==> src/rtl/sw_reader_pkg.sv <==
// -----------------------------------------------------------------------------
// sw_reader_pkg
// Shared types and default parameters for the slide-switch binary reader.
//   rd_state_t   : debounce FSM state encoding
//   DEF_WIDTH    : default number of switch bits
//   DEF_DEBOUNCE : default stable-cycle count before a value is committed
// -----------------------------------------------------------------------------
package sw_reader_pkg;

    typedef enum logic {
        IDLE,
        COUNT
    } rd_state_t;

    localparam int DEF_WIDTH    = 4;
    localparam int DEF_DEBOUNCE = 500000;

endpackage

==> src/rtl/bit_synchronizer.sv <==
// -----------------------------------------------------------------------------
// bit_synchronizer
// Two-flop synchroniser for a bus of independent asynchronous levels. Each bit
// is synchronised on its own, so a multi-bit change may land over more than
// one cycle; downstream logic must tolerate that (the debouncer does).
// Ports:
//   clock    : destination clock
//   reset_n  : asynchronous active-low reset, both stages clear to 0
//   async_i  : asynchronous input levels
//   sync_o   : synchronised levels (second flop stage)
// -----------------------------------------------------------------------------
module bit_synchronizer #(
    parameter int WIDTH = 4
) (
    input  logic             clock,
    input  logic             reset_n,
    input  logic [WIDTH-1:0] async_i,
    output logic [WIDTH-1:0] sync_o
);

    logic [WIDTH-1:0] meta_q;
    logic [WIDTH-1:0] sync_q;

    always_ff @(posedge clock or negedge reset_n) begin
        if (!reset_n) begin
            meta_q <= '0;
            sync_q <= '0;
        end else begin
            meta_q <= async_i;
            sync_q <= meta_q;
        end
    end

    assign sync_o = sync_q;

endmodule

==> src/rtl/sw_bin_reader.sv <==
// -----------------------------------------------------------------------------
// sw_bin_reader
// Reads slide switches, synchronises and debounces them, and hands each newly
// settled value to a consumer over a valid/ready handshake.
//
//   state | meaning
//   ------+-----------------------------------------------------------------
//   IDLE  | synchronised switches equal the committed value, nothing to do
//   COUNT | a different value is being qualified for DEBOUNCE_CYCLES cycles
//
// Ports:
//   clock     : system clock
//   reset_n   : asynchronous active-low reset
//   sw_in     : raw switch levels (asynchronous, may bounce)
//   out_ready : consumer accepts bin_out when high together with out_valid
//   bin_out   : last committed debounced value
//   out_valid : a committed value is waiting to be accepted
//   overrun   : sticky, a commit replaced a value that was never accepted
//   busy      : a change is being qualified (state is COUNT)
// -----------------------------------------------------------------------------
module sw_bin_reader
    import sw_reader_pkg::*;
#(
    parameter  int WIDTH           = DEF_WIDTH,
    parameter  int DEBOUNCE_CYCLES = DEF_DEBOUNCE,
    localparam int CNT_W           = $clog2(DEBOUNCE_CYCLES)
) (
    input  logic             clock,
    input  logic             reset_n,
    input  logic [WIDTH-1:0] sw_in,
    input  logic             out_ready,
    output logic [WIDTH-1:0] bin_out,
    output logic             out_valid,
    output logic             overrun,
    output logic             busy
);

    localparam logic [CNT_W-1:0] CNT_LAST = CNT_W'(DEBOUNCE_CYCLES - 1);

    logic [WIDTH-1:0] sync_q;
    logic [WIDTH-1:0] cand_q;
    logic [WIDTH-1:0] bin_q;
    logic [CNT_W-1:0] cnt_q;
    logic             valid_q;
    logic             overrun_q;
    rd_state_t        state_q;

    bit_synchronizer #(
        .WIDTH (WIDTH)
    ) u_sync (
        .clock   (clock),
        .reset_n (reset_n),
        .async_i (sw_in),
        .sync_o  (sync_q)
    );

    always_ff @(posedge clock or negedge reset_n) begin
        if (!reset_n) begin
            state_q   <= IDLE;
            cand_q    <= '0;
            bin_q     <= '0;
            cnt_q     <= '0;
            valid_q   <= 1'b0;
            overrun_q <= 1'b0;
        end else begin
            // A transfer drops valid; a commit later in this block re-asserts it.
            if (valid_q && out_ready) begin
                valid_q <= 1'b0;
            end

            unique case (state_q)
                IDLE: begin
                    if (sync_q != bin_q) begin
                        state_q <= COUNT;
                        cand_q  <= sync_q;
                        cnt_q   <= '0;
                    end
                end
                COUNT: begin
                    if (sync_q == cand_q) begin
                        if (cnt_q == CNT_LAST) begin
                            bin_q   <= cand_q;
                            valid_q <= 1'b1;
                            state_q <= IDLE;
                            // Only a value that is not being taken this edge is lost.
                            if (valid_q && !out_ready) begin
                                overrun_q <= 1'b1;
                            end
                        end else begin
                            cnt_q <= cnt_q + 1'b1;
                        end
                    end else if (sync_q == bin_q) begin
                        // Bounced back to the committed value: abandon quietly.
                        state_q <= IDLE;
                    end else begin
                        cand_q <= sync_q;
                        cnt_q  <= '0;
                    end
                end
                default: state_q <= IDLE;
            endcase
        end
    end

    assign bin_out   = bin_q;
    assign out_valid = valid_q;
    assign overrun   = overrun_q;
    assign busy      = (state_q == COUNT);

endmodule
==> config.mk <==
export PLATFORM = sky130hd
export DESIGN_NAME = sw_bin_reader
export DESIGN_NICKNAME = d
export VERILOG_FILES = /design/src/rtl/sw_reader_pkg.sv /design/src/rtl/bit_synchronizer.sv /design/src/rtl/sw_bin_reader.sv
export SDC_FILE = /design/constraint.sdc
export NUM_CORES = 1
export LEC_CHECK = 0
export CAP_MARGIN = 20
export CORE_UTILIZATION = 40
export DETAILED_ROUTE_END_ITERATION = 12
export GPL_ROUTABILITY_DRIVEN = 0
export PLACE_DENSITY_LB_ADDON = 0.08
export SYNTH_ARGS = -nofsm -noshare
export SYNTH_HDL_FRONTEND = slang
export SYNTH_SLANG_ARGS = --single-unit
==> constraint.sdc <==
create_clock -name clock -period 2.05 [get_ports clock]
set_clock_uncertainty 0.2 [all_clocks]
set_input_delay 0.41 -clock clock [delete_from_list [all_inputs] [get_ports clock]]
set_output_delay 0.41 -clock clock [all_outputs]
set_load 0.05 [all_outputs]
# == Word-level counts from Yosys, hierarchy flattened ==
# Index checks and enable logic that the tools add are counted.
# word_totals
output_inout_bits,7
reg_bits,38
# classes
n_reduce_logical,7
eq_ne,9
n_addsub,1
n_bitwise,1
mux,18
# ops
op,count
19-bit two-way mux,4
19-bit one-hot mux with 2 select lines,1
"19-bit by 1-bit adder with 19-bit output, second input constant",1
"19-bit equality test, second input constant",1
4-bit two-way mux,3
3-bit AND reduction,3
4-bit equality test,2
1-bit two-way mux,8
4-bit one-hot mux with 2 select lines,1
"2-bit != test, second input constant",3
"3-bit != test, second input constant",2
4-bit != test,1
4-bit AND reduction,1
1-bit logical AND,2
1-bit one-hot mux with 2 select lines,1
1-bit zero test,1
1-bit NOT,1

# == Logic depth before layout (Yosys ltp) ==
# Gate-level depths: netlist of the first run.
# logic_depth
word_depth,5
mapped_depth,8
mapped_depth_nobuf,6

# == Hierarchy ==
# From an unflattened synthesis of the first run, not the netlist that was laid out.
# unflattened
hier_cells,154
area_unflattened_um2,1773.0
# modules_own_cells
module,area_each_um2,instances,seq_area_each_um2,cells_each
sw_bin_reader,1572.8,1,750.7,146
bit_synchronizer,200.2,1,200.2,8

# == Least setup slack after synthesis of the first run ==
# OpenSTA, ideal clock, no wires.
# synth_path
kind,register to register
start,register bin_q[3] (netlist: bin_out[3])
end,register cand_q[0]
period_less_slack_ns,2.034
setup_time_ns,0.125
arrival_time_ns,1.709
stages_incl_launch_ff,6
path_slack_ns,0.016
path_buffers,1
path_cell_list,dfrtp_1 -> xor2_1 -> nor4_1 -> a31o_2 -> buf_2 -> mux2_2
# synth_via
elab_chain_cells,3
# synth_rtl
item,line_no,text
from (decl),sw_bin_reader.sv:42,logic [WIDTH-1:0] bin_q;
from (signal assigned),sw_bin_reader.sv:82,bin_q <= cand_q;
4-bit != test / 4-bit equality test (equally long branches),"sw_bin_reader.sv:73, sw_bin_reader.sv:92",
2-bit != test (no source line),n/a,
3-bit AND reduction (no source line) (*),n/a,
to (signal assigned),sw_bin_reader.sv:75,cand_q <= sync_q;
to (signal assigned),sw_bin_reader.sv:96,cand_q <= sync_q;
to (decl),sw_bin_reader.sv:41,logic [WIDTH-1:0] cand_q;
# Every way passes the cells marked *; elsewhere a longest branch is shown, timed or not.
# A chain may end at the register's enable or synchronous reset.

# == Final worst setup path of the first run ==
# layout_path
start,register u_sync.sync_q[3] (netlist: u_sync.sync_o[3])
end,register cnt_q[2]
# layout_via
elab_chain_cells,3
# layout_rtl
item,line_no,text
from (decl),bit_synchronizer.sv:22,logic [WIDTH-1:0] sync_q;
from (signal assigned),bit_synchronizer.sv:30,sync_q <= meta_q;
"4-bit equality test, or another cell as far along",sw_bin_reader.sv:80,if (sync_q == cand_q) begin
"3-bit != test (no source line), or another cell as far along",n/a,
3-bit AND reduction (no source line) / 19-bit one-hot mux with 2 select lines (equally long branches),n/a,
to (signal assigned),sw_bin_reader.sv:90,cnt_q <= cnt_q + 1'b1;
to (decl),sw_bin_reader.sv:43,logic [CNT_W-1:0] cnt_q;
# Several ways; a longest one is shown, not always the timed one.

==> summary.txt, run 1 <==
Outcome
  – Status: finished clean

STA
  – Rel. slew slack: 67.50%
  – Unrepaired setup endpoints after global routing: true
  – Tightest Pin Transition: 0.4876 ns
  – Highest Clock Rate: 0.4932 GHz
  – Slew Viols, Final: 0
  – Final period util: a little over nine tenths
  – Final setup margin: 0.02252 ns
  – Final setup viols: 0
  – Fin crit period: slightly above 2 ns
  – Hold Vio Cnt, Final: 0

Final layout
  – Nets@finish: a little over 200
  – Antenna cell count: 0
  – Area growth syn-to-layout: 29.07%
  – Share of post-route cells with drive strength above 1: a little under a third

Floorplan
  – Row count: 23
  – Io pins: 14
  – CORE AREA: between 4000 and 5000 um2
  – DIE AREA: 4748 um2
  – Die Span Y: 68.91 um
  – Starting Density: between 40% and 50%
  – Die W: a little under 70 um

Synthesis
  – Mapped Nets: about 160
  – Number of flops mapped to enable cells by yosys: 0
  – Mapped Area: 1790 um2
  – Synth Register Bits: 38
  – Mapped Cells: roughly 150
  – Unique cell type count in the Yosys netlist: 34
  – Synth async-reset ratio: 100.0%
  – Avg Cell Area, Syn: between 10 and 15 um2
  – Main flop type after synthesis: dfrtp_1
  – Synthesis Warnings: 0
  – Register area share after synthesis: 53.11%

Power and ir drop
  – Clock share of power: 35.5%
  – Pwr/cell area: 629.0 nW/um2
  – Comb pwr share: 10.4%
  – Net switching power: 0.0003364 W
  – Seq pwr share: 54.1%
  – VDD IR-drop max: around 370 uV
  – Sw frac: 23.14%
  – Pwr Total: 0.001454 W
  – Static Leak: 1.005 nW
  – Int Pwr: 0.001117 W

CTS
  – Clk sinks: 38
  – CTS Buf Count: 5
  – TritonCTS clock tree: built
  – Skew-Pair Late Insertion Delay: 0.29 ns
  – Worst-path clk slew: 0.07 ns
  – Clk Tree Root Cell: clkbuf_8
  – CTS H-Tree Depth: 2
  – CTS Buffer Depth: 2

Critical path
  – Worst EP required: around 2 ns
  – Critical path endpoint category: register
  – Critical path fanouts, max: 9
  – Critical path's slowest cell: dfrtp_1
  – Worst EP arrival: 1.99 ns
  – CP max stage delay: roughly 0.42 ns
  – CP cell instances: xor2_1, nor3_2, nand3_1, buf_6, o21a_4, a221o_1
  – Crit Path Class: register to register
  – Crit start category: register

Routing
  – DRC viols: 0
  – Routed vias/inst: 5.304
  – Vias: between 1000 and 1500
  – DRT Pass-1 Iters: 4
  – WL final: 3699 um
  – 1st-iter DRT viols: 95
  – Final ANT Viol Nets: 0
  – DR WL/cell: around 15 um

Hold path
  – HP Class: register to register

Global routing
  – Pin count of the biggest net entering global routing: 22
  – Vias in the first global route: 1309
  – Gr usage total: 18.16%
  – First-pass GRT wire length: 6065 um
  – Global route total overflow: 0
  – Initial antenna violation count: 0

Job
  – Max Cap Violations: 0

Placement
  – Buffers on Ports: 13
  – DP Worst Slack: -0.06506 ns
  – Hpwl dp: 2589 um
-- repair_timing --
action,in CTS,in global routing
hold endpoints to repair,20,0
cloned,0,0
hold buffers,1,0
buffers inserted,2,5
pin swaps,1,1
endpoints found under the setup margin,13,21
resized for setup,2,9
-- critical path, delay by kind of cell, from the launching register on --
family / cells / cell delay [ns]
compound gates: 2 / 0.61
flops: 1 / 0.42
simple gates: 2 / 0.35
xor+xnor: 1 / 0.17
buf+inv: 1 / 0.16
-- registers in the layout, summed over array words and instances, names as in the netlist --
name           flops
cnt_q             19
u_sync.meta_q      4
bin_out            4
out_valid          1
overrun            1
busy               1
cand_q             4
u_sync.sync_o      4
-- cell usage in the layout, fill, tap and decap left out, types with 2 or more instances in the layout --
| cell | Yosys | layout |
|---|---|---|
| a221o_1 | 2 | 2 |
| buf_12 | 0 | 2 |
| buf_4 | 1 | 33 |
| buf_6 | 2 | 2 |
| clkbuf_8 | 0 | 6 |
| clkdlybuf4s50_1 | 0 | 5 |
| dfrtp_1 | 38 | 38 |
| mux2_1 | 4 | 4 |
| mux2_2 | 5 | 5 |
| mux2i_1 | 4 | 4 |
| nand2_1 | 14 | 14 |
| nand2b_1 | 3 | 3 |
| nand3_1 | 10 | 9 |
| nand4_1 | 4 | 4 |
| nor2_1 | 7 | 7 |
| nor2b_1 | 2 | 2 |
| nor3_1 | 5 | 2 |
| nor3_2 | 0 | 3 |
| nor4_1 | 3 | 2 |
| o2bb2ai_1 | 9 | 9 |
| o41ai_1 | 2 | 2 |
| xnor2_1 | 4 | 4 |
| xor2_1 | 13 | 13 |
-- Yosys cell counts, types with 3 or more instances --
cell        n  area, um2
nor4_1      3      18.77
o2bb2ai_1   9      78.83
nand3_1    10      50.05
nand2b_1    3      18.77
nand2_1    14      52.55
nor2_1      7      26.28
nand4_1     4      25.02
mux2i_1     4      40.04
nor3_1      5      25.02
buf_2       3      15.01
xnor2_1     4      35.03
xor2_1     13      113.9
dfrtp_1    38      950.9
mux2_1      4      45.04
mux2_2      5      56.30
-- stage by stage --
step	util [%]	TNS [ns]	instance area, um2	hold WS (ns)	cells
global route	55.77	-0.4654	2311	0.1645	247
global placement	50.82	-0.07923	2106	0.1335	231
floorplan	-	0	1790	-0.08559	153
detailed placement	50.82	-0.2175	2106	0.1347	231
CTS	53.89	0	2233	0.1518	242
finish	55.77	0	2311	0.1500	247
-- power groups by stage --
| stage | sequential, W | clock [W] | combinational, W |
|---|---|---|---|
| final | 0.000786 | 0.000516 | 0.000151 |
| after floorplan | 0.000804 | 0 | 0.0000589 |
| after global routing | 0.000788 | 0.000564 | 0.000166 |
| after CTS | 0.000785 | 0.000537 | 0.000136 |
| after global placement | 0.000800 | 0 | 0.000129 |
| after detailed placement | 0.000800 | 0 | 0.000132 |
-- final timing paths --
path | startpoint | to | slack [ns] | cells after the start
worst max-delay path | u_sync.sync_o[3]$_DFF_PN0_ | cnt_q[2]$_DFFE_PN0P_ | 0.02 | 6
worst min-delay path | u_sync.meta_q[2]$_DFF_PN0_ | u_sync.sync_o[2]$_DFF_PN0_ | 0.15 | 0
worst max register to register | u_sync.sync_o[3]$_DFF_PN0_ | cnt_q[2]$_DFFE_PN0P_ | 0.02 | 6
worst min register to register | u_sync.meta_q[2]$_DFF_PN0_ | u_sync.sync_o[2]$_DFF_PN0_ | 0.15 | 0
max in group asynchronous | reset_n | cnt_q[5]$_DFFE_PN0P_ | 0.77 | 3
min in group asynchronous | reset_n | overrun$_DFFE_PN0P_ | 0.41 | 2
-- per-layer routing --
| metal | vias to the layer above | track usage (%) | routed length [um] |
|---|---|---|---|
| li1 | 641 | - | - |
| met4 | 0 | 7.143 | 48 |
| met5 | - | 0 | 0 |
| met1 | 645 | 24.48 | 1884 |
| met3 | 6 | 5.757 | 135 |
| met2 | 18 | 26.94 | 1630 |
-- cell type report --
type                       count  area, um2
clock inverter                 1      5.005
multi-input combinational    106      827.0
timing repair buffer          44      375.4
sequential                    38      950.9
fill                         379       1833
inverter                       1      3.754
tap                           50      62.56
clock buffer                   7      86.33
-- kinds of logic after synthesis --
kind of cell    count (synthesis)  synth area share (%)
mux                            13                 7.896
simple gates                   55                 16.42
fa+ha+maj                       2                 1.397
xor+xnor                       17                 8.316
flops                          38                 53.11
compound gates                 19                 9.714
buf+inv                         9                 3.144
Power figures use the tool's default switching activity.
==> inputs of run 2 (changes only) <==
--- a/config.mk
+++ b/config.mk
@@ -6,9 +6,10 @@
 export NUM_CORES = 1
 export LEC_CHECK = 0
 export CAP_MARGIN = 20
-export CORE_UTILIZATION = 40
+export CORE_UTILIZATION = 51
 export DETAILED_ROUTE_END_ITERATION = 12
 export GPL_ROUTABILITY_DRIVEN = 0
+export MAX_ROUTING_LAYER = met4
 export PLACE_DENSITY_LB_ADDON = 0.08
 export SYNTH_ARGS = -nofsm -noshare
 export SYNTH_HDL_FRONTEND = slang
==> run 2 against run 1 <==
Net effect: critical path depth is 1 lower; maximum frequency is 1.0% lower; register-to-register slack worse by 0.02 ns; global-route usage is 5.9 points higher; worst hold slack better by 0.014 ns; via count is 3.7% higher; sequential cell count stayed put; power is 0.13% higher; critical endpoint is now cand_q[2]$_DFFE_PN0P_.
==> summary.txt, run 2 (synthesis results as in run 1) <==
Outcome
  – Status: finished clean

Job
  – Max Cap Violations: 0

Global routing
  – Global route total overflow: 0
  – Pin count of the biggest net entering global routing: 22
  – Gr usage total: 24.02%
  – Vias in the first global route: between 1000 and 1500
  – Initial antenna violation count: 0
  – First-pass GRT wire length: 6072 um

Floorplan
  – Row count: 21
  – Starting Density: 53.66%
  – Io pins: 14
  – DIE AREA: 3752 um2
  – Die W: 61.25 um
  – Die Span Y: 61.25 um
  – CORE AREA: 3337 um2

Critical path
  – Flop-to-flop setup slack: 0.002 ns
  – R2R cell count: 5
  – R2R Path Start: u_sync.sync_o[0]$_DFF_PN0_
  – Crit start category: register
  – Crit path from: u_sync.sync_o[0]$_DFF_PN0_
  – Stages on the worst setup path: 5
  – CP max stage delay: 0.42 ns
  – Critical path's slowest cell: dfrtp_1
  – Worst EP required: approximately 2.1 ns
  – Critical path endpoint category: register
  – CP cell instances: buf_4, xor2_1, nor4_2, a31o_2, mux2_2
  – Delay-heaviest family, CP: flip-flops
  – Critical path buffers and inverters: 1
  – Crit Path Class: register to register
  – Worst EP arrival: 2.10 ns
  – Critical path fanouts, max: 5

CTS
  – Worst-path clk slew: 0.11 ns
  – TritonCTS clock tree: built
  – CTS Buffer Depth: 2
  – Clk Tree Root Cell: clkbuf_4
  – CTS H-Tree Depth: 2
  – Skew-Pair Late Insertion Delay: 0.35 ns
  – Clk sinks: 38
  – CTS Buf Count: 5

Routing
  – Final ANT Viol Nets: 0
  – Vias: 1358
  – Routed vias/inst: 5.588
  – DRT Pass-1 Iters: 4
  – DR WL/cell: 16.67 um
  – 1st-iter DRT viols: approximately 120
  – DRC viols: 0
  – WL final: 4051 um

Placement
  – Inst Count DP: 223
  – Hpwl dp: 2661 um
  – Buffers on Ports: 13

Hold path
  – Worst hold path depth: 0
  – Hold path startpoint: u_sync.meta_q[1]$_DFF_PN0_
  – HP Class: register to register

Final layout
  – Fin cells: 243
  – Commonest non-fill, non-tap cell in the layout: dfrtp_1
  – Antenna cell count: 0
  – Share of post-route cells with drive strength above 1: 31.47%
  – Top reg by flops: cnt_q
  – Fillers: 255
  – Nets@finish: approximately 210
  – Area growth syn-to-layout: 29.84%
  – Max reg flops: 19
  – Most frequent cells in the layout: 38 x dfrtp_1, 32 x buf_4, 14 x nand2_1
  – Core Util, Final: a little over two thirds

STA
  – Tightest Pin Transition: 0.4527 ns
  – Slew Viols, Final: 0
  – Final period util: 99.91%
  – Unrepaired setup endpoints after global routing: true
  – Fin crit period: 2.048 ns
  – Highest Clock Rate: 0.4883 GHz
  – Final setup viols: 0
  – Hold Vio Cnt, Final: 0
  – Setup TNS: 0 ns
  – Rel. slew slack: a little over two thirds

Power and ir drop
  – Pwr Total: 0.001456 W
  – Pwr/cell area: 626.1 nW/um2
  – Net switching power: 0.0003596 W
  – Sw frac: about a quarter
  – Clock share of power: 35.0%
  – Static Leak: 1.002 nW
  – Seq pwr share: between 50 and 60%
  – Comb pwr share: a little over a tenth
  – Int Pwr: 0.001096 W
  – VDD IR-drop max: 426.7 uV
## run 2: area by class of cell
cell class,count,area (um2),share of cell area (%)
tap,46,57.56,2.476
sequential,38,950.9,40.90
clock buffer,5,37.54,1.615
clock inverter,3,40.04,1.722
timing repair buffer,42,347.8,14.96
inverter,1,3.754,0.1615
multi-input combinational,108,887.1,38.16
## run 2: per-stage QoR
step                      hold WS, ns  setup slack (ns)  cell area, um2
after floorplan              -0.08559           0.01622            1790
after global placement         0.1362           -0.1761            2058
after detailed placement       0.1386           -0.1746            2058
after CTS                      0.1699           0.01106            2191
after global routing           0.1804          -0.08073            2325
final                          0.1642          0.001888            2325
## run 2: worst paths after layout
kind / end
min in group asynchronous: cnt_q[17]$_DFFE_PN0P_
max in group asynchronous: u_sync.meta_q[1]$_DFF_PN0_
worst min-delay path: u_sync.sync_o[1]$_DFF_PN0_
worst max-delay path: cand_q[2]$_DFFE_PN0P_
worst max register to register: cand_q[2]$_DFFE_PN0P_
worst min register to register: u_sync.sync_o[1]$_DFF_PN0_
## run 2: power groups by stage
stage / clock network [W] / registers [W] / logic (W)
2_1_floorplan: 0 / 0.000804 / 0.0000589
3_5_place_dp: 0 / 0.000800 / 0.000118
5_1_grt: 0.000557 / 0.000789 / 0.000171
3_3_place_gp: 0 / 0.000798 / 0.000115
4_1_cts: 0.000515 / 0.000786 / 0.000127
6_report: 0.000509 / 0.000787 / 0.000160
## run 2: what timing repair did
| item | CTS | global route |
|---|---|---|
| cloned | 0 | 2 |
| pin swaps | 2 | 5 |
| buffers inserted | 3 | 6 |
| endpoints found under the hold margin | 17 | 0 |
| setup endpoints to repair | 16 | 28 |
| hold buffers | 1 | 0 |
| gates resized for setup | 4 | 14 |
## run 2: layer usage
layer / global-route usage [%] / routed length [um] / share of wire (%)
met5: - / 0 / 0
met4: 10.71 / 74 / 1.8
met3: 5.672 / 129 / 3.2
met2: 35.56 / 1948 / 48
met1: 31.38 / 1899 / 47
==> inputs of run 3 (changes only) <==
--- a/config.mk
+++ b/config.mk
@@ -11,6 +11,7 @@
 export GPL_ROUTABILITY_DRIVEN = 0
 export MAX_ROUTING_LAYER = met4
 export PLACE_DENSITY_LB_ADDON = 0.08
+export REMOVE_ABC_BUFFERS = 1
 export SYNTH_ARGS = -nofsm -noshare
 export SYNTH_HDL_FRONTEND = slang
 export SYNTH_SLANG_ARGS = --single-unit
==> run 3 against run 2 <==
Net effect: the flow now finishes with violations (negative setup slack); core utilization is 0.94 points lower; non-clock buffer count is 1 lower; final cell count is 0.82% lower; sequential share of layout area is 0.56 points higher; power is 0.77% lower; first-iteration DRC count is 6.0% lower; design area is 1.3% lower; critical path depth is 1 higher; highest routed layer unchanged; critical endpoint is now cnt_q[3]$_DFFE_PN0P_.
==> summary.txt, run 3 (synthesis results as in run 1) <==
Routing
  – DRC viols: 0
  – DRT Pass-1 Iters: 4
  – DR WL/cell: between 15 and 20 um
  – Vias: 1358
  – Routed vias/inst: 5.635
  – WL final: ~4000 um
  – Final ANT Viol Nets: 0
  – 1st-iter DRT viols: 109

Critical path
  – Crit Path Class: register to register
  – Critical path's slowest cell: dfrtp_1
  – Worst reg2reg endpoint: cnt_q[3]$_DFFE_PN0P_
  – Critical path endpoint category: register
  – Flop-to-flop setup slack: -0.005 ns
  – CP cell instances: xor2_1, nor3_2, nand3_2, buf_12, o311ai_0, o41ai_1
  – R2R cell count: 6
  – Crit start category: register
  – Worst EP required: 2.06 ns
  – CP endpoint: cnt_q[3]$_DFFE_PN0P_
  – Worst EP arrival: 2.07 ns
  – CP max stage delay: 0.41 ns
  – Critical path fanouts, max: 14
  – R2R Path Start: cand_q[0]$_DFFE_PN0P_
  – Crit path from: cand_q[0]$_DFFE_PN0P_

STA
  – Final setup viols: 1
  – Unrepaired setup endpoints after global routing: true
  – Rel. slew slack: 68.79%
  – Fin crit period: 2.055 ns
  – Hold Vio Cnt, Final: 0
  – Final period util: 100.3%
  – Worst hold slack: 0.1592 ns
  – Slew Viols, Final: 0
  – Tightest Pin Transition: 0.4681 ns
  – Final setup margin: -0.005406 ns
  – Highest Clock Rate: 0.4865 GHz

Global routing
  – First-pass GRT wire length: between 5000 and 6000 um
  – Initial antenna violation count: 0
  – Gr usage total: 23.06%
  – Vias in the first global route: 1253
  – Global route total overflow: 0
  – Pin count of the biggest net entering global routing: 39

Floorplan
  – Die Span Y: 61.25 um
  – Die W: 61.25 um
  – Row count: 21
  – Io pins: 14
  – CORE AREA: 3337 um2
  – Starting Density: roughly 54%
  – DIE AREA: approximately 3800 um2

Final layout
  – Multi-input gate area: 869.6 um2
  – Most frequent cells in the layout: 38 x dfrtp_1, 32 x buf_4, 14 x nand2_1
  – Fillers: 261
  – Commonest non-fill, non-tap cell in the layout: dfrtp_1
  – Area growth syn-to-layout: 28.09%
  – Nets@finish: 203
  – Share of post-route cells with drive strength above 1: 30.77%
  – Antenna cell count: 0
  – Max reg flops: 19
  – Reg area: 950.9 um2
  – Top reg by flops: cnt_q

Power and ir drop
  – Comb pwr share: roughly a tenth
  – Seq pwr share: between 50% and 60%
  – Pwr/cell area: 629.8 nW/um2
  – VDD IR-drop max: between 400 and 500 uV
  – Clock share of power: 34.7%
  – Static Leak: between 0.9 and 1 nW
  – Sw frac: between 20% and 30%
  – Net switching power: 0.0003434 W
  – Int Pwr: 0.001101 W

Placement
  – Hpwl dp: between 2000 and 3000 um
  – DP Worst Slack: -0.1660 ns
  – Buffers on Ports: 13

CTS
  – Worst-path clk slew: ~0.11 ns
  – CTS Buf Count: 5
  – Clk Tree Root Cell: clkbuf_4
  – CTS H-Tree Depth: 2
  – CTS Buffer Depth: 2
  – Skew-Pair Late Insertion Delay: 0.35 ns
  – Clk sinks: 38
  – TritonCTS clock tree: built

Outcome
  – Status: finished, violations left
  – Failing checks: negative setup slack

Hold path
  – HP Class: register to register

Job
  – Max Cap Violations: 0
==> run 3: changes by cell type in the layout (fill, tap and decap cells not counted), sizes merged <==
cell / delta
clkinv: -2
clkbuf: +3
o21a: -1
buf: -2
==> run 3: critical path: cells and delay by family (launching register included) <==
family | cells | cell delay, ns
compound gates | 2 | 0.53
xor+xnor | 1 | 0.18
buf+inv | 1 | 0.19
flops | 1 | 0.41
simple gates | 2 | 0.41
==> run 3: per-stage QoR <==
stage | instance area (um2) | total power, W | instances | utilization (%) | setup TNS (ns)
after floorplan | 1738 | 0.0008551 | 145 | - | -4.020
after global placement | 2068 | 0.0009135 | 226 | 61.98 | -0.1285
after detailed placement | 2068 | 0.0009170 | 226 | 61.98 | -0.2685
after CTS | 2183 | 0.001424 | 235 | 65.43 | 0
after global routing | 2293 | 0.001506 | 241 | 68.73 | -0.5296
final | 2293 | 0.001444 | 241 | 68.73 | -0.005406
==> run 3: layer usage <==
metal  routed length, um  share of wire (%)  vias to the layer above  track usage (%)
met4                  87                2.2                        0            10.06
met5                   0                  0                        -                -
met3                 137                3.4                       11            6.303
met1                1881                 47                      679            30.46
met2                1904                 47                       31            33.23
li1                    -                  -                      637                -
==> run 3: final cells by class <==
type	instances	share of cell area, %
clock inverter	1	1.309
multi-input combinational	107	37.92
sequential	38	41.46
timing repair buffer	41	14.68
tap	46	2.510
inverter	1	0.1637
clock buffer	7	1.964
==> run 3: power groups by stage <==
stage	sequential [W]	combinational, W	clock (W)
floorplan	0.000804	0.0000513	0
CTS	0.000785	0.000124	0.000515
finish	0.000789	0.000155	0.000501
global route	0.000791	0.000167	0.000547
global placement	0.000797	0.000116	0
detailed placement	0.000799	0.000118	0
==> run 3: timing repair <==
item                       CTS  global route
pin swaps                    0             4
hold buffers                 1             0
cloned                       0             1
hold endpoints to repair    38             0
buffers inserted             0             5
setup endpoints to repair    5            25
gates resized for setup      5            11
==> run 3: how the worst min path moves through the flow <==
| stage | start | to | slack [ns] | cells after the start |
|---|---|---|---|---|
| after floorplan | reset_n | bin_out[0]$_DFFE_PN0P_ | -0.09 | 0 |
| after global placement | u_sync.meta_q[2]$_DFF_PN0_ | u_sync.sync_o[2]$_DFF_PN0_ | 0.13 | 0 |
| after detailed placement | u_sync.meta_q[3]$_DFF_PN0_ | u_sync.sync_o[3]$_DFF_PN0_ | 0.13 | 0 |
| after CTS | u_sync.meta_q[3]$_DFF_PN0_ | u_sync.sync_o[3]$_DFF_PN0_ | 0.16 | 0 |
| after global routing | u_sync.meta_q[2]$_DFF_PN0_ | u_sync.sync_o[2]$_DFF_PN0_ | 0.17 | 0 |
| final | u_sync.meta_q[3]$_DFF_PN0_ | u_sync.sync_o[3]$_DFF_PN0_ | 0.16 | 0 |
